**config.mk**
```make
export PLATFORM = sky130hd
export DESIGN_NAME = bus_rr_scheduler
export DESIGN_NICKNAME = d
export VERILOG_FILES = /design/src/rtl/bus_sched_pkg.sv /design/src/rtl/bus_rr_scheduler_rr_picker.sv /design/src/rtl/bus_rr_scheduler.sv
export SDC_FILE = /design/constraint.sdc
export NUM_CORES = 1
export LEC_CHECK = 0
export BUFFER_PORTS_ARGS = -buffer_cell sky130_fd_sc_hd__buf_2
export CAP_MARGIN = 20
export CORE_MARGIN = 5
export CORE_UTILIZATION = 45
export DETAILED_ROUTE_END_ITERATION = 8
export MAX_ROUTING_LAYER = met4
export PLACE_DENSITY = 0.86
export REMOVE_ABC_BUFFERS = 1
export SLEW_MARGIN = 20
export SYNTH_ARGS = -nofsm -noshare
export SYNTH_HDL_FRONTEND = slang
export SYNTH_SLANG_ARGS = --single-unit
```
**constraint.sdc**
```tcl
create_clock -name clk -period 4.53 [get_ports clk]
set_clock_uncertainty 0.05 [all_clocks]
set_input_delay 0.2265 -clock clk [delete_from_list [all_inputs] [get_ports clk]]
set_output_delay 0.2265 -clock clk [all_outputs]
set_load 0.03 [all_outputs]
```
**src/rtl/bus_sched_pkg.sv**
```systemverilog
// Shared types, widths and header decode for the bus round-robin scheduler.
package bus_sched_pkg;

    typedef enum logic [1:0] {IDLE, POP, PUSH} sched_state_e;

    localparam int unsigned ID_W      = 8;
    localparam int unsigned GRANT_W   = 4;
    localparam int unsigned CNT_W     = 16;
    localparam int unsigned PKT_W_MAX = 256;

    // Destination ID sits in the top byte of the packet header.
    function automatic logic [ID_W-1:0] dest_id(input logic [PKT_W_MAX-1:0] pkt,
                                                input int unsigned          pkt_w);
        return pkt[pkt_w-1 -: ID_W];
    endfunction

endpackage

```
**src/rtl/bus_rr_scheduler_rr_picker.sv**
```systemverilog
// Combinational round-robin search over pending sources, starting after last_grant.
module rr_picker
    import bus_sched_pkg::*;
#(
    parameter int unsigned drvrs = 4
) (
    input  logic [drvrs-1:0]   pndng,
    input  logic [GRANT_W-1:0] last_grant,
    output logic               valid,
    output logic [GRANT_W-1:0] idx
);

    localparam int unsigned IDX_W = (drvrs > 1) ? $clog2(drvrs) : 1;

    int unsigned cand;

    // First pending bit at offsets 1..drvrs from last_grant, wrapping modulo drvrs.
    always_comb begin
        valid = 1'b0;
        idx   = '0;
        cand  = 0;
        for (int unsigned off = 1; off <= drvrs; off++) begin
            cand = (32'(last_grant) + off) % drvrs;
            if (!valid && pndng[IDX_W'(cand)]) begin
                valid = 1'b1;
                idx   = GRANT_W'(cand);
            end
        end
    end

endmodule

```
**src/rtl/bus_rr_scheduler.sv**
```systemverilog
// Round-robin packet scheduler: pops one packet from the granted source FIFO and
// pushes it to its destination (or all others on broadcast). Optional BUS_SCHED_STATS_EN adds counters.
module bus_rr_scheduler
    import bus_sched_pkg::*;
#(
    parameter int unsigned     drvrs     = 4,
    parameter int unsigned     pckg_sz   = 16,
    parameter logic [ID_W-1:0] broadcast = 8'hFF
) (
    input  logic                     clk,
    input  logic                     reset,
    input  logic [drvrs-1:0]         pndng,
    input  logic [drvrs*pckg_sz-1:0] D_pop,
    output logic [drvrs-1:0]         pop,
    output logic [drvrs-1:0]         push,
    output logic [drvrs*pckg_sz-1:0] D_push,
    output logic                     busy,
    output logic [GRANT_W-1:0]       grant_id,
    output logic                     drop
`ifdef BUS_SCHED_STATS_EN
    ,
    output logic [CNT_W-1:0]         routed_cnt,
    output logic [CNT_W-1:0]         drop_cnt
`endif
);

    sched_state_e         state_q, state_d;
    logic [GRANT_W-1:0]   grant_d;
    logic [GRANT_W-1:0]   last_q, last_d;
    logic [pckg_sz-1:0]   pkt_q, pkt_d;
    logic [drvrs-1:0]     pop_d, push_d;
    logic                 drop_d, busy_d;

    logic [pckg_sz-1:0]   lane_pkt;
    logic [ID_W-1:0]      id;
    logic                 is_bc, is_self, is_uni;
    logic                 pick_valid;
    logic [GRANT_W-1:0]   pick_idx;
    logic                 inc_routed, inc_drop;

    rr_picker #(
        .drvrs (drvrs)
    ) u_picker (
        .pndng      (pndng),
        .last_grant (last_q),
        .valid      (pick_valid),
        .idx        (pick_idx)
    );

    assign D_push = {drvrs{pkt_q}};

    // Next-state and next-output logic; the packet is decoded as it is latched so
    // push/drop become visible in the PUSH cycle.
    always_comb begin
        state_d    = state_q;
        grant_d    = grant_id;
        last_d     = last_q;
        pkt_d      = pkt_q;
        pop_d      = '0;
        push_d     = '0;
        drop_d     = 1'b0;
        inc_routed = 1'b0;
        inc_drop   = 1'b0;

        lane_pkt = D_pop[32'(grant_id)*pckg_sz +: pckg_sz];
        id       = dest_id(PKT_W_MAX'(lane_pkt), pckg_sz);
        is_bc    = (id == broadcast);
        is_self  = !is_bc && (32'(id) == 32'(grant_id));
        is_uni   = !is_bc && !is_self && (32'(id) < drvrs);

        case (state_q)
            IDLE: begin
                if (pick_valid) begin
                    grant_d = pick_idx;
                    for (int unsigned i = 0; i < drvrs; i++) begin
                        pop_d[i] = (i == 32'(pick_idx));
                    end
                    state_d = POP;
                end
            end
            POP: begin
                pkt_d = lane_pkt;
                for (int unsigned i = 0; i < drvrs; i++) begin
                    if (is_bc) begin
                        push_d[i] = (i != 32'(grant_id));
                    end else if (is_uni) begin
                        push_d[i] = (i == 32'(id));
                    end
                end
                drop_d     = !is_bc && !is_self && !is_uni;
                inc_routed = is_bc || is_uni;
                inc_drop   = !(is_bc || is_uni);
                state_d    = PUSH;
            end
            PUSH: begin
                last_d  = grant_id;
                state_d = IDLE;
            end
            default: begin
                state_d = IDLE;
            end
        endcase

        busy_d = (state_d != IDLE);
    end

    always_ff @(posedge clk or posedge reset) begin
        if (reset) begin
            state_q  <= IDLE;
            grant_id <= '0;
            last_q   <= GRANT_W'(drvrs - 1);
            pkt_q    <= '0;
            pop      <= '0;
            push     <= '0;
            drop     <= 1'b0;
            busy     <= 1'b0;
        end else begin
            state_q  <= state_d;
            grant_id <= grant_d;
            last_q   <= last_d;
            pkt_q    <= pkt_d;
            pop      <= pop_d;
            push     <= push_d;
            drop     <= drop_d;
            busy     <= busy_d;
        end
    end

`ifdef BUS_SCHED_STATS_EN
    // Saturating packet counters; self-addressed packets count as dropped.
    always_ff @(posedge clk or posedge reset) begin
        if (reset) begin
            routed_cnt <= '0;
            drop_cnt   <= '0;
        end else begin
            if (inc_routed && (routed_cnt != '1)) begin
                routed_cnt <= routed_cnt + 1'b1;
            end
            if (inc_drop && (drop_cnt != '1)) begin
                drop_cnt <= drop_cnt + 1'b1;
            end
        end
    end
`else
    logic stats_unused;
    assign stats_unused = inc_routed ^ inc_drop;
`endif

endmodule
```
==> flow_summary_export.csv <==
group,metric,value,unit
clock_network,clock_latency,0.28,ns
floorplanning,initial_core_util,0.461,
routing,via_per_inst,5.03,
global_route,grtUsageMet2,0.351,
power_and_ir_drop,power_frac_comb,0.659,
finish,num_antenna_cells,0,
worst_setup_path,worst-path-buf-inv,1,
synth,synth_warnings,0,
finish,instances_no_fill,383,
global_route,grt.busiest_layer,"met2",
sta,period_needed,2.30,ns
placed_design,post-place-cells,374,
synth,yosys.area.top_type,"dfrtp_1",
sta,hold_viol_final,0,
power_and_ir_drop,ir_worst_vdd,0.433,mV
floorplanning,rows,25,
finish,final_area,2700,µm²
clock_network,cts-buffers-inserted,5,
finish,drive_gt1_frac,0.544,
synth,ys_seq_area_frac,0.369,
synth,synth_area_per_cell,10.1,µm²
global_route,grtUsageTotal,0.205,
finish,final_cell_mix,"buf_2, nand2_1, dfrtp_1",
worst_setup_path,critical_path_class,"reg -> reg",
clock_network,tritoncts,"built",
clock_network,cts.sinks,32,
outcome,status,"complete, no violations",
sta,rsz0062_at_grt,"false",
placed_design,port_buffers,145,
floorplanning,die_width,79.6,µm
worst_setup_path,end_kind,"flip-flop",
sta,setup-tns-final,0,ns
flow_run,max_cap_violations,0,
finish,final_core_utilization,0.571,
worst_setup_path,start_kind,"flip-flop",
power_and_ir_drop,clkPwrFrac,0.099,
power_and_ir_drop,p_sw_frac,0.569,
worst_setup_path,crit_slowest_cell,"mux4_1",
global_route,use_met3,0.0451,
worst_setup_path,critPathTopFamily,"multiplexers",
clock_network,cts_max_path_buffers,2,
clock_network,cts.reportedPaths.clkPinSlew,0.07,ns
synth,yosysUniqueCellTypes,34,
worst_setup_path,crit_chain,"buf_4 > mux4_1 > and4_1 > o211ai_1 > a21oi_1",
worst_setup_path,cp.arrival,2.36,ns
synth,syn_area,2180,µm²
synth,synth_top_area_share,0.345,
sta,hold_ws,0.284,ns
synth,synth-seq-cells,32,
worst_setup_path,slowest_delay,0.67,ns
worst_setup_path,path_max_fanout,16,
synth,syn_inst,216,
sta,setup_viol_count_final,0,
finish,area_delta_synth_final,23.9,%
floorplanning,core,4720,µm²
sta,fmax,434,MHz
synth,synth.area.top_cells,"dfrtp_1, buf_4, mux4_2",
synth,synthArstFlopShare,1.00,
floorplanning,dieArea,6330,µm²
finish,nets,385,
floorplanning,die_y,79.6,µm
global_route,grt_util_met1,0.235,
power_and_ir_drop,p_switching,1320,µW
worst_setup_path,cp.required,4.59,ns
global_route,antenna_found_initial,0,
clock_network,postCtsResizedCells,0,
placed_design,placed_cell_area,2590,µm²
routing,drtIter0Drc,88,
power_and_ir_drop,p_leak,0.00149,µW
placed_design,place_congestion,0.799,
sta,min_period_over_period,0.508,
global_route,grt_pass1_vias,2070,
routing,drcViolationCount,0,
routing,wl_per_cell,15.8,µm
min_path,hp-class,"in -> reg",
finish,layout_commonest_cell,"buf_2",
global_route,grt_start_max_net_pins,33,
synth,synth-edff-count,0,
power_and_ir_drop,power_density,857,nW/µm²
sta,slew_violations,0,
finish,nFillCells,426,
routing,detail-route-antenna-nets,0,
power_and_ir_drop,p_int,997,µW
placed_design,hpwl,4.78,mm
routing,dr.pass1.iters,4,
sta,maxSlewHeadroom,0.391,
clock_network,htreeDepth,2,
routing,routed_wl,6.06,mm
routing,vias,1926,
clock_network,cts_root_buf,"clkbuf_8",
power_and_ir_drop,pwr-share-seq,0.242,
sta,tightest_slew,0.914,ns
global_route,grt-ovfl-total,0,
global_route,grt_pass1_wl,9.81,mm
synth,synthFlopType,"dfrtp_1",
floorplanning,ios,148,
==> kinds of logic (layout without fill, tap and decap cells) <==
kind of cell    count (synthesis)  after routing  synth area share
buf+inv                        64            163             0.201
compound gates                 21             21            0.0615
flops                          32             32             0.369
mux                            19             19             0.196
other cells                     1              2           0.00172
simple gates                   79             79             0.171
==> worst paths after layout <==
check                                        start               endpoint  slack (ns)  depth (start not counted)
max                        grant_id[0]$_DFFE_PP0P_      push[0]$_DFF_PP0_        2.23                          5
min                                       pndng[0]         busy$_DFF_PP0_        0.28                          3
max reg2reg                grant_id[0]$_DFFE_PP0P_      push[0]$_DFF_PP0_        2.23                          5
min reg2reg                   state_q[1]$_DFF_PP0_         busy$_DFF_PP0_        0.42                          1
max in group asynchronous                    reset  last_q[1]$_DFFE_PP1N_        3.59                          4
min in group asynchronous                    reset       pop[2]$_DFF_PP0_        0.52                          4
==> through the flow <==
step           total power [µW]  setup WS [ns]
4_1_cts                    2330           2.21
3_5_place_dp               2090           2.27
2_1_floorplan              1600           2.01
3_3_place_gp               2050           2.32
5_1_grt                    2450           2.02
6_report                   2310           2.23
==> power groups by stage <==
| stage | Sequential, µW | Combinational [µW] | Clock (µW) |
|---|---|---|---|
| after floorplan | 1180 | 422 | 0 |
| final | 560 | 1520 | 228 |
| after detailed placement | 565 | 1530 | 0 |
| after CTS | 560 | 1540 | 232 |
| after global placement | 557 | 1490 | 0 |
| after global routing | 589 | 1620 | 242 |
==> area by class of cell <==
class	instances	area [µm²]	area share
multi-input combinational	121	940	0.348
timing repair buffer	148	751	0.278
clock inverter	2	10.0	0.00371
sequential	32	803	0.298
inverter	7	26.3	0.00974
tap	67	83.8	0.0311
clock buffer	6	82.6	0.0306
==> per-layer routing <==
metal	up-vias	share of wire
met5	-	0
met4	0	0.020
met3	10	0.084
met2	117	0.53
met1	906	0.37
li1	893	-
==> sequential cells by signal (all words and copies together) (netlist names) <==
signal    cells
busy          1
drop          1
grant_id      2
last_q        2
pkt_q        16
pop           4
push          4
state_q       2
==> cells in the mapped netlist (all sizes together) (2+ instances only) <==
cell,n
o21ai,5
a211oi,2
dfstp,2
a21oi,6
clkbuf,3
o211ai,4
nand4,4
inv,6
mux4,17
and4,2
nor4,3
nand2,52
nor2,6
nand2b,4
nor2b,3
buf,54
dfrtp,30
or2,2
==> worst reg2reg max path, cell delays in order (launching register included) <==
cell and delay [ns]:
dfrtp_1 0.50, buf_4 0.34, mux4_1 0.67, and4_1 0.30, o211ai_1 0.15, a21oi_1 0.13
==> timing repair <==
action,in CTS,in global routing
hold buffers,1,0
hold endpoints to repair,30,0
setup buffers,0,0
Note: power is estimated with default switching activity, not from simulation.
